--- src/rtl/ap_ctrl_txn_sequencer.sv ---
// Upstream driver for an ap_ctrl_hs HLS block.
// Issues NUM_TXN transactions per run, measures the latency of each one
// (the first ap_start cycle counts as 1), and raises a run-level finish flag.
module ap_ctrl_txn_sequencer #(
  parameter int NUM_TXN = 4,
  parameter int TXN_W   = 16,
  parameter int CNT_W   = 32,
  parameter int GAP_CYC = 0,
  parameter int TIMEOUT = 0
) (
  input  logic             i_clk,
  input  logic             i_rst_n,
  input  logic             i_go,
  output logic             o_dut_ap_start,
  input  logic             i_dut_ap_ready,
  input  logic             i_dut_ap_done,
  output logic             o_busy,
  output logic [TXN_W-1:0] o_txn_issued,
  output logic [TXN_W-1:0] o_txn_done,
  output logic             o_lat_valid,
  output logic [CNT_W-1:0] o_last_latency,
  output logic [CNT_W-1:0] o_max_latency,
  output logic             o_finish,
  output logic             o_error
);

  typedef enum logic [2:0] {
    S_IDLE      = 3'd0,
    S_START     = 3'd1,
    S_WAIT_DONE = 3'd2,
    S_GAP       = 3'd3,
    S_FINISH    = 3'd4
  } state_t;

  localparam logic [CNT_W-1:0] LAT_MAX  = '1;
  localparam logic [TXN_W-1:0] TXN_NUM  = TXN_W'(NUM_TXN);
  localparam logic [TXN_W-1:0] TXN_LAST = TXN_W'(NUM_TXN - 1);
  localparam logic [31:0]      GAP_LAST = 32'(GAP_CYC - 1);
  localparam logic [CNT_W-1:0] TO_LIM   = CNT_W'(TIMEOUT);

  state_t           r_state;
  state_t           w_state_next;
  logic [CNT_W-1:0] r_lat_cnt;
  logic [31:0]      r_gap_cnt;
  logic [TXN_W-1:0] r_txn_issued;
  logic [TXN_W-1:0] r_txn_done;
  logic [CNT_W-1:0] r_last_latency;
  logic [CNT_W-1:0] r_max_latency;
  logic             r_lat_valid;
  logic             r_error;

  logic w_active;
  logic w_go_accept;
  logic w_done_evt;
  logic w_last_txn;
  logic w_timeout;
  logic w_stray_done;
  logic w_gap_end;
  logic w_restart;

  // Event decode shared by the FSM and the datapath
  assign w_active     = (r_state == S_START) || (r_state == S_WAIT_DONE);
  assign w_go_accept  = i_go && ((r_state == S_IDLE) || (r_state == S_FINISH));
  // Done in START only completes the transaction together with ready
  assign w_done_evt   = ((r_state == S_START) && i_dut_ap_ready && i_dut_ap_done) ||
                        ((r_state == S_WAIT_DONE) && i_dut_ap_done);
  assign w_last_txn   = w_done_evt && (r_txn_done == TXN_LAST);
  assign w_timeout    = (TIMEOUT != 0) && w_active && !w_done_evt && (r_lat_cnt == TO_LIM);
  assign w_stray_done = i_dut_ap_done &&
                        ((r_state == S_IDLE) || (r_state == S_GAP) || (r_state == S_FINISH));
  assign w_gap_end    = (r_state == S_GAP) && (r_gap_cnt == GAP_LAST);
  // Any entry into START begins a fresh latency count at 1
  assign w_restart    = w_go_accept || w_gap_end || (w_done_evt && (w_state_next == S_START));

  // State register
  always_ff @(posedge i_clk or negedge i_rst_n) begin
    if (!i_rst_n) r_state <= S_IDLE;
    else          r_state <= w_state_next;
  end

  // Next-state logic
  always_comb begin
    w_state_next = r_state;
    case (r_state)
      S_IDLE:   if (w_go_accept) w_state_next = S_START;
      S_START, S_WAIT_DONE: begin
        if (w_timeout)
          w_state_next = S_FINISH;
        else if (w_done_evt)
          w_state_next = w_last_txn ? S_FINISH : ((GAP_CYC > 0) ? S_GAP : S_START);
        else if ((r_state == S_START) && i_dut_ap_ready)
          w_state_next = S_WAIT_DONE;
      end
      S_GAP:    if (w_gap_end) w_state_next = S_START;
      S_FINISH: if (w_go_accept) w_state_next = S_START;
      default:  w_state_next = S_IDLE;
    endcase
  end

  // Control outputs decoded from the registered state only
  always_comb begin
    o_dut_ap_start = (r_state == S_START);
    o_busy         = (r_state == S_START) || (r_state == S_WAIT_DONE) || (r_state == S_GAP);
    o_finish       = (r_state == S_FINISH);
  end

  // Latency and gap counters
  always_ff @(posedge i_clk or negedge i_rst_n) begin
    if (!i_rst_n) begin
      r_lat_cnt <= '0;
      r_gap_cnt <= '0;
    end else begin
      if (w_restart)
        r_lat_cnt <= CNT_W'(1);
      else if (w_active && (r_lat_cnt != LAT_MAX))
        r_lat_cnt <= r_lat_cnt + CNT_W'(1);
      if (r_state == S_GAP) r_gap_cnt <= r_gap_cnt + 32'd1;
      else                  r_gap_cnt <= '0;
    end
  end

  // Run counters, latency results and sticky error
  always_ff @(posedge i_clk or negedge i_rst_n) begin
    if (!i_rst_n) begin
      r_txn_issued   <= '0;
      r_txn_done     <= '0;
      r_last_latency <= '0;
      r_max_latency  <= '0;
      r_lat_valid    <= 1'b0;
      r_error        <= 1'b0;
    end else begin
      r_lat_valid <= w_done_evt;
      if (w_go_accept) begin
        r_txn_issued  <= '0;
        r_txn_done    <= '0;
        r_max_latency <= '0;
      end else begin
        if ((r_state == S_START) && i_dut_ap_ready && (r_txn_issued != TXN_NUM))
          r_txn_issued <= r_txn_issued + TXN_W'(1);
        if (w_done_evt && (r_txn_done != TXN_NUM))
          r_txn_done <= r_txn_done + TXN_W'(1);
        if (w_done_evt && (r_lat_cnt > r_max_latency))
          r_max_latency <= r_lat_cnt;
      end
      if (w_done_evt)
        r_last_latency <= r_lat_cnt;
      // A stray done wins over the clear that go performs
      if (w_go_accept)
        r_error <= w_stray_done;
      else if (w_stray_done || w_timeout)
        r_error <= 1'b1;
    end
  end

  assign o_txn_issued   = r_txn_issued;
  assign o_txn_done     = r_txn_done;
  assign o_lat_valid    = r_lat_valid;
  assign o_last_latency = r_last_latency;
  assign o_max_latency  = r_max_latency;
  assign o_error        = r_error;

endmodule

--- config.mk ---
export PLATFORM = sky130hd
export DESIGN_NAME = ap_ctrl_txn_sequencer
export DESIGN_NICKNAME = d
export VERILOG_FILES = /design/src/rtl/ap_ctrl_txn_sequencer.sv
export SDC_FILE = /design/constraint.sdc
export NUM_CORES = 1
export LEC_CHECK = 0
export ABC_AREA = 0
export BUFFER_PORTS_ARGS = -buffer_cell sky130_fd_sc_hd__buf_2
export CAP_MARGIN = 20
export CORE_MARGIN = 2
export CORE_UTILIZATION = 30
export DETAILED_ROUTE_END_ITERATION = 12
export PLACE_DENSITY = 0.56
export SLEW_MARGIN = 20
export SYNTH_ARGS = -nofsm -noshare
export SYNTH_HDL_FRONTEND = slang
export SYNTH_SLANG_ARGS = --single-unit
--- constraint.sdc ---
create_clock -name i_clk -period 5.2 [get_ports i_clk]
set_input_delay 0.26 -clock i_clk [delete_from_list [all_inputs] [get_ports i_clk]]
set_output_delay 0.26 -clock i_clk [all_outputs]
set_load 0.005 [all_outputs]
==> results.md <==
Yosys:
- The dominant register cell in the synthesized netlist is sky130_fd_sc_hd__dfrtp_1.
- The mean post-synth cell area is 10.1 µm².
- Synthesis inferred 165 register bits.
- The async set or reset register ratio after synthesis is 100%.
- The number of nets handed over by synthesis was 896.
- The count of flip-flops with a built-in enable after synthesis is 0.
- The number of warnings issued by yosys is 0.
- The cell count after synthesis is 853.
- The cell area after synthesis is 0.00861 mm².
- The number of library cell types mapped by synthesis is 59.
- Sequential cells were found to cover 47.9% of the synthesized design area.

STA:
- Between clock sinks in the finished design, the worst skew comes to 11.3 ps.
- The sum of negative setup slack is 0 ps.
- The worst-case hold slack is 86.8 ps.
- The number of slew-limit violations in the final report is 0.
- The hold violation count in the final report is 0.
- Setup repair after global routing left no endpoint under its margin.
- The final critical delay including setup and external delays is 3340 ps.
- Measured against its own limit, the worst slew margin works out to 27.9%.
- The final worst setup slack is 1860 ps.
- The final critical path takes up 64.2% of the cycle.
- The slew at the pin closest to its max-slew limit is 1080 ps.
- Setup violations remaining at the end of the flow were counted as 0.
- The fmax is 300 MHz.

CTS:
- In this run the post-CTS setup repair buffer count came out at 0.
- After clock tree synthesis, the clock-pin slew on the worst setup and hold paths is 70 ps.
- Clock tree synthesis found a total of 165 sinks.
- The clock root buffer is sky130_fd_sc_hd__clkbuf_16.
- The insertion delay of the later-clocked pin in the worst-skew pair is 430 ps.
- The H-tree generated during clock tree synthesis spans 4 levels.
- TritonCTS built the clock tree.
- The post-cts sizing count is 0.
- The number of clock buffers inserted by TritonCTS is 17.
- The hold-fix buffer count after cts is 1.
- In this run the deepest clock path goes through 2 buffers.

Global routing:
- The pin count of the biggest net entering global routing is 70.
- The residual overflow from global routing is 0.
- The via count of the first global-routing pass is 6259.
- The initial antenna violation count is 0.
- The aggregate global-route resource usage is 14.5%.
- The wire length of the first global-routing pass is 34.8 mm.

Worst setup path:
- The largest fanout of any net on the critical path is 20.
- The endpoint class of the critical path is a register.
- The critical path ends at o_max_latency[24]$_DFFE_PN0P_.
- The number of cells on the worst reg-to-reg path is 7.
- The startpoint kind of the worst setup timing path is a register.
- The endpoint identified for the worst register-to-register timing path is o_max_latency[24]$_DFFE_PN0P_.
- The required time of the worst setup path is 5510 ps.
- STA puts the critical path data arrival time at 3640 ps.
- The reg-to-reg critical path startpoint is r_lat_cnt[15]$_DFFE_PN0P_.
- For flop-to-flop paths, the worst setup slack is 1860 ps.
- By startpoint and endpoint, the worst setup path is classified as reg -> reg.
- The most critical setup path has its startpoint at r_lat_cnt[15]$_DFFE_PN0P_.

Min path:
- The min-delay analysis places its worst path in the category in -> reg.

Place:
- Once detailed placement completed, the half-perimeter wirelength came to 14.4 mm.
- The global placement routability congestion is 0.783.
- The number of input and output port buffers inserted is 105.
- The area of placed instances is 0.00951 mm².
- Timing analysis after detailed placement gives a worst setup slack of 1800 ps.

Drt:
- After detailed routing, the average wire length per cell comes to 15.6 µm.
- The detailed router finished its first iteration with 388 violations.
- The pre-antenna-repair detailed-routing pass consisted of 5 iterations.
- The routed design has 21.0 mm of wire.
- Dividing the detail-routed via count by the number of cells gives 4.74.
- The detailed router placed 6393 vias in this run.
- The number of remaining DRC errors is 0.
- The count of antenna-violating nets left after detailed routing is 0.

Finish:
- In the final layout, flip-flops and latches occupy 0.00413 mm².
- The area used by multi-input combinational logic is 0.00409 mm².
- In the final layout, the share of cells above drive strength 1 is 20.7%.
- From synthesis to final layout, the design area changed by 17.4%.
- The layout has 2898 filler cells.
- The finished cells cover 0.0101 mm².
- After the last flow step, the layout net total stands at 994.
- The most frequent standard cell in the layout excluding fill and tap cells is sky130_fd_sc_hd__dfrtp_1.
- The library cells used most frequently in the layout, excluding fill and tap cells, are 165 x sky130_fd_sc_hd__dfrtp_1, 126 x sky130_fd_sc_hd__nor2_1, 104 x sky130_fd_sc_hd__buf_2.
- The antenna cell count is 0.

Die:
- The die footprint is 0.0301 mm².
- The starting density of the core is 30.3%.
- 106 I/O pins were placed.
- The width of the die is 173 µm.
- The floorplan has 62 rows.
- The vertical die dimension is 173 µm.
- The core area is 0.0285 mm².

Pwr:
- The analysis attributes to cell leakage a power of 0.00487 µW.
- The maximum vdd ir drop is 219 µV.
- Power spread over the standard cell area amounts to 343 mW/mm².

Outcome:
- The flow ran to the end, and the final reports show no timing, DRC or antenna violations.

Flow run:
- The tool flagged a number of max-cap violations equal to 0.
[how the worst min path moves through the flow]
stage                       start                   endpoint  slack (ps)  cells past startpoint
final                        i_go       r_state[2]$_DFF_PN0_          90                      2
after global routing         i_go       r_state[2]$_DFF_PN0_          80                      2
after CTS                    i_go       r_state[2]$_DFF_PN0_          60                      2
after detailed placement  i_rst_n  r_lat_cnt[20]$_DFFE_PN0P_         330                      1
after global placement    i_rst_n  r_lat_cnt[20]$_DFFE_PN0P_         330                      1
after floorplan           i_rst_n        o_error$_DFFE_PN0P_         -40                      0
[critical path, cell delays in order (launching register included)]
cell	delay, ps
sky130_fd_sc_hd__dfrtp_1	460
sky130_fd_sc_hd__ha_1	350
sky130_fd_sc_hd__nand4_1	180
sky130_fd_sc_hd__nor4_1	550
sky130_fd_sc_hd__a31oi_1	210
sky130_fd_sc_hd__a22oi_4	740
sky130_fd_sc_hd__buf_4	370
sky130_fd_sc_hd__mux2_1	350
[Yosys cell counts, types with 4 or more instances]
library cell               count  area [µm²]
sky130_fd_sc_hd__mux2i_1       9        90.1
sky130_fd_sc_hd__nor4_1       12        75.1
sky130_fd_sc_hd__and3_1       16         100
sky130_fd_sc_hd__buf_1         4        15.0
sky130_fd_sc_hd__nand3_1      37         185
sky130_fd_sc_hd__and2_1        5        31.3
sky130_fd_sc_hd__nor3_1       26         130
sky130_fd_sc_hd__dfrtp_1     165        4130
sky130_fd_sc_hd__ha_1         38         475
sky130_fd_sc_hd__inv_1        57         214
sky130_fd_sc_hd__nor4_2        4        50.1
sky130_fd_sc_hd__buf_6         4        45.0
sky130_fd_sc_hd__xor2_1       33         289
sky130_fd_sc_hd__o21ai_0      14        70.1
sky130_fd_sc_hd__or3_1         4        25.0
sky130_fd_sc_hd__mux2_2       34         383
sky130_fd_sc_hd__mux2_1       22         248
sky130_fd_sc_hd__nor2_1      126         473
sky130_fd_sc_hd__clkbuf_1     13        48.8
sky130_fd_sc_hd__a21oi_1      25         125
sky130_fd_sc_hd__a211oi_1      7        52.6
sky130_fd_sc_hd__and4_1       10        87.6
sky130_fd_sc_hd__nand2b_1      5        31.3
sky130_fd_sc_hd__nand4_1      31         194
sky130_fd_sc_hd__buf_2        12        60.1
sky130_fd_sc_hd__xnor2_1      49         429
sky130_fd_sc_hd__nand2_1      50         188
[cell families after synthesis]
| logic type | Yosys count | synth area share [%] |
|---|---|---|
| multiplexers | 65 | 8.37 |
| XOR/XNOR | 82 | 8.34 |
| adder cells (fa/ha/maj) | 38 | 5.52 |
| buffers and inverters | 93 | 4.63 |
| flip-flops | 165 | 47.9 |
| AND/OR/NAND/NOR | 345 | 20.4 |
| AO/OA/AOI/OAI | 65 | 4.84 |
[layout make-up]
| class | count | area share (%) |
|---|---|---|
| multi-input combinational | 595 | 40.4 |
| sequential | 165 | 40.8 |
| inverter | 58 | 2.15 |
| clock inverter | 10 | 1.20 |
| timing repair buffer | 114 | 5.95 |
| tap | 384 | 4.75 |
| clock buffer | 22 | 4.69 |
[flip-flops by register name (all words and copies together) (netlist names)]
register / flops
r_lat_cnt: 32
r_state: 3
o_txn_issued: 16
o_lat_valid: 1
o_error: 1
o_last_latency: 32
o_txn_done: 16
o_max_latency: 32
r_gap_cnt: 32
[stage by stage]
step           total power (µW)  cells  util, %
4_1_cts                    3530   1348     35.5
6_report                   3470   1348     35.5
2_1_floorplan              1980    853        -
3_5_place_dp               2230   1315     33.4
5_1_grt                    3670   1348     35.5
3_3_place_gp               2220   1315     33.4
[power breakdown]
group / internal (µW) / switching [µW] / total [µW]
clock: 750 / 534 / 1280
combinational: 264 / 479 / 743
sequential: 1350 / 95.3 / 1440
[routing by layer]
metal | track usage (%) | vias to the layer above | wire (µm)
met5 | 0 | - | 0
met4 | 3.74 | 0 | 158
met3 | 3.29 | 11 | 997
met2 | 22.6 | 114 | 9790
met1 | 20.4 | 3151 | 10000
li1 | - | 3117 | -
Power figures use the tool's default switching activity.
